<file path="src/rtl/axis_arb_pkg.sv">
// Purpose : shared types and width helpers for the AXI4-stream arbiters.
// Latency : n/a (package only).
// Backpr. : n/a (package only).
package axis_arb_pkg;

  typedef enum logic {
    ARB  = 1'b0,
    LOCK = 1'b1
  } arb_state_t;

  // Width of a source index; a single-port arbiter still carries a 1-bit tag.
  function automatic int src_w(input int n);
    return (n > 1) ? $clog2(n) : 1;
  endfunction

  // Width of a counter that must be able to hold the value n itself.
  function automatic int count_w(input int n);
    return (n > 1) ? $clog2(n + 1) : 1;
  endfunction

endpackage

</file>
<file path="src/rtl/rr_priority_picker.sv">
// Purpose : rotating-priority pick: first request at or after ptr+1, wrapping.
// Latency : combinational.
// Backpr. : none; the caller qualifies the pick with its own load/ready.
// Ports   : req    - request vector, one bit per port
//           ptr    - index of the last winner (lowest priority next time)
//           grant  - index of the winning port (0 when no request)
//           any_req- at least one request is present
module rr_priority_picker
  import axis_arb_pkg::*;
#(
  parameter  int NUM_PORTS = 4,
  localparam int SRC_W     = src_w(NUM_PORTS)
) (
  input  logic [NUM_PORTS-1:0] req,
  input  logic [SRC_W-1:0]     ptr,
  output logic [SRC_W-1:0]     grant,
  output logic                 any_req
);

  always_comb begin
    int   idx;
    logic found;
    grant = '0;
    found = 1'b0;
    idx   = 0;
    // Walk the ports in priority order starting just past ptr; the inner loop
    // keeps every req bit select a constant index.
    for (int k = 1; k <= NUM_PORTS; k++) begin
      idx = int'(ptr) + k;
      if (idx >= NUM_PORTS) idx = idx - NUM_PORTS;
      for (int i = 0; i < NUM_PORTS; i++) begin
        if (!found && (i == idx) && req[i]) begin
          found = 1'b1;
          grant = SRC_W'(i);
        end
      end
    end
  end

  assign any_req = |req;

endmodule

</file>
<file path="src/rtl/axis_rr_arbiter.sv">
// Purpose : round-robin merge of NUM_PORTS AXI4-stream sources into one sink, beats tagged with source index.
// Latency : one cycle, single registered output stage; one beat per cycle sustained.
// Backpr. : m_valid && !m_ready holds the output and drops every s_ready; arbitration state frozen.
// Ports   : clk, rst (async, active high); s_data/s_valid/s_ready per source;
//           m_data/m_valid/m_ready/m_src toward the sink.
// Config  : define AXIS_ARB_BURST_EN to let a winner keep the grant for up to MAX_BURST beats.
module axis_rr_arbiter
  import axis_arb_pkg::*;
#(
  parameter  int NUM_PORTS = 4,
  parameter  int DATA_SIZE = 8,
  parameter  int MAX_BURST = 4,
  localparam int SRC_W     = src_w(NUM_PORTS)
) (
  input  logic                           clk,
  input  logic                           rst,
  input  logic [NUM_PORTS*DATA_SIZE-1:0] s_data,
  input  logic [NUM_PORTS-1:0]           s_valid,
  output logic [NUM_PORTS-1:0]           s_ready,
  output logic [DATA_SIZE-1:0]           m_data,
  output logic                           m_valid,
  input  logic                           m_ready,
  output logic [SRC_W-1:0]               m_src
);

  logic [SRC_W-1:0]     ptr;
  logic [SRC_W-1:0]     pick;
  logic [SRC_W-1:0]     grant;
  logic                 any_req;
  logic                 load;
  logic                 xfer;
  logic [DATA_SIZE-1:0] gdata;

  rr_priority_picker #(.NUM_PORTS(NUM_PORTS)) u_picker (
    .req     (s_valid),
    .ptr     (ptr),
    .grant   (pick),
    .any_req (any_req)
  );

  assign load = !m_valid || m_ready;
  // Whenever anything is valid the grant points at a valid port, so a load
  // cycle with any request is always a transfer.
  assign xfer = load && any_req && !rst;

`ifdef AXIS_ARB_BURST_EN
  localparam int COUNT_W = count_w(MAX_BURST);

  arb_state_t         state, state_nxt;
  logic [SRC_W-1:0]   owner, owner_nxt;
  logic [COUNT_W-1:0] count, count_nxt;
  logic               owner_vld;

  always_comb begin
    owner_vld = 1'b0;
    for (int i = 0; i < NUM_PORTS; i++) begin
      if (owner == SRC_W'(i)) owner_vld = s_valid[i];
    end
    // An owner that goes idle loses the lock immediately; the picker result
    // is used in the same cycle so no bubble is inserted.
    grant = (state == LOCK && owner_vld) ? owner : pick;
  end

  always_comb begin
    state_nxt = state;
    owner_nxt = owner;
    count_nxt = count;
    if (xfer) begin
      if (state == LOCK && owner_vld) begin
        if (count == COUNT_W'(MAX_BURST - 1)) begin
          state_nxt = ARB;
          count_nxt = '0;
        end else begin
          count_nxt = count + 1'b1;
        end
      end else if (MAX_BURST > 1) begin
        state_nxt = LOCK;
        owner_nxt = grant;
        count_nxt = COUNT_W'(1);
      end else begin
        state_nxt = ARB;
        count_nxt = '0;
      end
    end else if (load) begin
      state_nxt = ARB;
      count_nxt = '0;
    end
  end

  always_ff @(posedge clk or posedge rst) begin
    if (rst) begin
      state <= ARB;
      owner <= '0;
      count <= '0;
    end else begin
      state <= state_nxt;
      owner <= owner_nxt;
      count <= count_nxt;
    end
  end
`else
  assign grant = pick;
`endif

  always_comb begin
    gdata   = '0;
    s_ready = '0;
    for (int i = 0; i < NUM_PORTS; i++) begin
      if (grant == SRC_W'(i)) begin
        gdata      = s_data[i*DATA_SIZE +: DATA_SIZE];
        s_ready[i] = load && any_req && !rst;
      end
    end
  end

  // ptr resets to the last port so port 0 wins the first arbitration.
  always_ff @(posedge clk or posedge rst) begin
    if (rst) begin
      m_valid <= 1'b0;
      m_data  <= '0;
      m_src   <= '0;
      ptr     <= SRC_W'(NUM_PORTS - 1);
    end else if (xfer) begin
      m_valid <= 1'b1;
      m_data  <= gdata;
      m_src   <= grant;
      ptr     <= grant;
    end else if (load) begin
      m_valid <= 1'b0;
    end
  end

endmodule
</file>
<file path="config.mk">
export PLATFORM = sky130hd
export DESIGN_NAME = axis_rr_arbiter
export DESIGN_NICKNAME = d
export VERILOG_FILES = /design/src/rtl/axis_arb_pkg.sv /design/src/rtl/rr_priority_picker.sv /design/src/rtl/axis_rr_arbiter.sv
export SDC_FILE = /design/constraint.sdc
export NUM_CORES = 1
export LEC_CHECK = 0
export BUFFER_PORTS_ARGS = -buffer_cell sky130_fd_sc_hd__buf_2
export CAP_MARGIN = 40
export CORE_MARGIN = 3
export CORE_UTILIZATION = 44
export CTS_BUF_LIST = sky130_fd_sc_hd__clkbuf_8
export CTS_CLUSTER_DIAMETER = 50
export DETAILED_ROUTE_END_ITERATION = 10
export PLACE_DENSITY = 0.81
export SETUP_SLACK_MARGIN = 0.2
export SLEW_MARGIN = 10
export SYNTH_ARGS = -nofsm -noshare
export SYNTH_HDL_FRONTEND = slang
export SYNTH_SLANG_ARGS = --single-unit
export TNS_END_PERCENT = 100
</file>
<file path="constraint.sdc">
create_clock -name clk -period 2.8 [get_ports clk]
set_input_delay 0.14 -clock clk [delete_from_list [all_inputs] [get_ports clk]]
set_output_delay 0.14 -clock clk [all_outputs]
set_load 0.05 [all_outputs]
</file>
==> run summary <==
status -> finished clean
maximum number of pins on one net before global-route repair -> 15
syn avg cell area -> 8.31 sq um
num ports -> 54
post-synthesis sequential area ratio -> 36.8%
total CTS buffers -> 3
wire per inst -> 13.9 microns
asr flop ratio synth -> 100%
synth unique cells -> 28
Tot Pwr -> 0.00102 W
DP HPWL -> 2030 microns
cell taking the most area after synthesis -> dfrtp_1
GRT Total Usage -> 21.2%
WP data arrival -> 2250 ps
Via Count -> 981
Synth-to-Final Area Change -> 36.6%
min-delay worst type -> input pin to register
peak supply drop -> 0.468 mV
Iteration-0 DRC Markers -> 36
CP required -> 2660 ps
dpl ws -> 673 ps
EDFF count, synth -> 0
relative slew slack -> 56.7%
Fmax -> 418 MHz
combinational family with the most area after synthesis -> compound AO/OA/AOI/OAI gates
ys flop type -> dfrtp_1
post-synthesis register bit count -> 13
Sink Count -> 13
min Tclk post-route -> 2390 ps
setup violators final -> 0
Buffers on Ports -> 53
initial antenna violation count -> 0
final WL -> 2550 microns
# diodes -> 0
Worst-path clk slew -> 50 ps
drt via density -> 5.36
share of the synthesized area in the top cell type -> 30.9%
row count -> 15
Initial Util -> 48.9%
layout cell share with drive strength beyond 1 -> 44.3%
RePlAce Congestion -> 0.955
Fin Hold WS -> 188 ps
Die H -> 51.0 microns
Pins Over Slew Limit -> 0
LEAKAGE -> 0.598 nW
Detail Route Antenna Nets -> 0
post-synthesis mux area share -> 2.53%
Worst Slack Setup Final -> 408 ps
drt pass-1 iters -> 4
Setup Total Neg Slack -> 0 ps
Tcrit/Tclk final -> 85.4%
CTS tree -> done
CTS max path bufs -> 2
RSZ-0062 raised after global routing -> false
compound-gate portion of the synthesized area -> 28.0%
CORE AREA -> 1820 sq um
top area cells in the synthesized netlist -> dfrtp_1 (31%), nand2_1 (9.7%), o221ai_1 (7.9%), dfstp_2 (5.9%), a211oi_2 (5.6%)
Mapped Area -> 890 sq um
Synth Area in Simple Gates -> 26.7%
cell area power density -> 841 nW/um^2
die area -> 2600 sq um
DRC Markers -> 0
htree depth -> 1
Synth warnings -> 0
Post-Synth Adder-Cell Area -> 0%
Setup Skew -> 0.488 ps
Die Wd -> 51.0 microns
first-pass GRT wire length -> 4170 microns
crit path kind -> register to output port
grt ovf -> 0
Startpoint Class -> register
Gate Count Post-Synth -> 107
Synth Net Count -> 146
worst-path maximum fanout -> 14
Worst Tran Pin Value -> 645 ps
number of global-route vias before repair -> 961
nets@finish -> 198
clock latency on the worst-skew pair -> 240 ps
Hold Violations, Final -> 0
Worst setup EP type -> output port
total of max-cap violations -> 0
XOR/XNOR Fraction of Synth Area -> 0%
CTS root buf -> clkbuf_8
==> synth_stat cells, types with 2 or more instances <==
library cell and count:
a211oi_2 4, clkbuf_1 3, buf_2 3, nor2_1 4, buf_6 2, nor2b_1 3
o21ai_1 5, dfstp_2 2, mux2_2 2, nand2b_1 4, dfrtp_1 11, a211oi_1 5
nor3_1 9, nand2_1 23, a21oi_1 2, o21ai_0 5, nor3b_1 2, o221ai_1 8
==> through the flow <==
stage / util, % / area, sq um / std cells
2_1_floorplan: - / 900 / 107
3_3_place_gp: 63.7 / 1160 / 178
3_5_place_dp: 63.7 / 1160 / 178
4_1_cts: 66.7 / 1210 / 183
5_1_grt: 66.7 / 1210 / 183
6_report: 66.7 / 1210 / 183
==> state kept, by name (all words and copies together) (netlist names) <==
register and count:
m_data 8, m_src 2, m_valid 1, ptr 2
==> critical path, cell delays in order (launching register included) <==
cell and delay, ps:
dfstp_2 570, nor2b_1 80, o21a_1 280, or3_1 570, nor3_2 230, buf_2 280
==> cell type report <==
cell class                 instances  area [sq um]
clock inverter                     1          3.75
fill                             169           606
inverter                           1          3.75
timing repair buffer              55           283
multi-input combinational         85           524
tap                               25          31.3
sequential                        13           328
clock buffer                       3          41.3
==> cell usage in the layout (no fill, tap or decap), types with 2 or more instances in the layout <==
cell type | netlist | final
a211oi_1 | 5 | 4
a211oi_2 | 4 | 5
a21oi_1 | 2 | 2
buf_2 | 3 | 53
clkbuf_8 | 0 | 3
dfrtp_1 | 11 | 11
dfstp_2 | 2 | 2
inv_1 | 1 | 2
mux2_2 | 2 | 2
nand2_1 | 23 | 23
nand2b_1 | 4 | 4
nor2_1 | 4 | 4
nor2b_1 | 3 | 3
nor3_1 | 9 | 8
o21ai_0 | 5 | 5
o21ai_1 | 5 | 5
o221ai_1 | 8 | 8
==> what timing repair did <==
action,CTS,global route
gates resized for setup,0,0
endpoints found under the hold margin,11,0
hold buffers,1,0
setup buffers,0,0
==> kinds of logic after synthesis <==
family,Yosys count
buf+inv,9
simple gates,50
mux,2
compound gates,33
flops,13
==> worst paths after layout <==
kind,cells past startpoint,slack (ps),endpoint,startpoint
worst max-delay path,5,410,s_ready[0],ptr[0]$_DFFE_PP1P_
worst min-delay path,3,190,m_data[2]$_DFFE_PP0P_,s_data[10]
worst max register to register,5,700,m_data[1]$_DFFE_PP0P_,ptr[0]$_DFFE_PP1P_
worst min register to register,2,470,m_src[1]$_DFFE_PP0P_,m_src[1]$_DFFE_PP0P_
max in group asynchronous,3,1970,ptr[0]$_DFFE_PP1P_,rst
min in group asynchronous,3,480,m_data[6]$_DFFE_PP0P_,rst
==> per-layer routing <==
layer  GRT usage (%)  routed length [microns]  vias up
met5               0                        0        -
met2            35.6                     1230       37
met1            26.2                     1120      443
met4            4.48                       32        0
met3            7.29                      169        4
li1                -                        -      497
==> power breakdown <==
group          internal (W)  total, W  switching [W]
Sequential         0.000256  0.000299      0.0000421
Clock             0.0000968  0.000163      0.0000663
Combinational      0.000163  0.000560       0.000397
(Power assumes the default switching activity.)
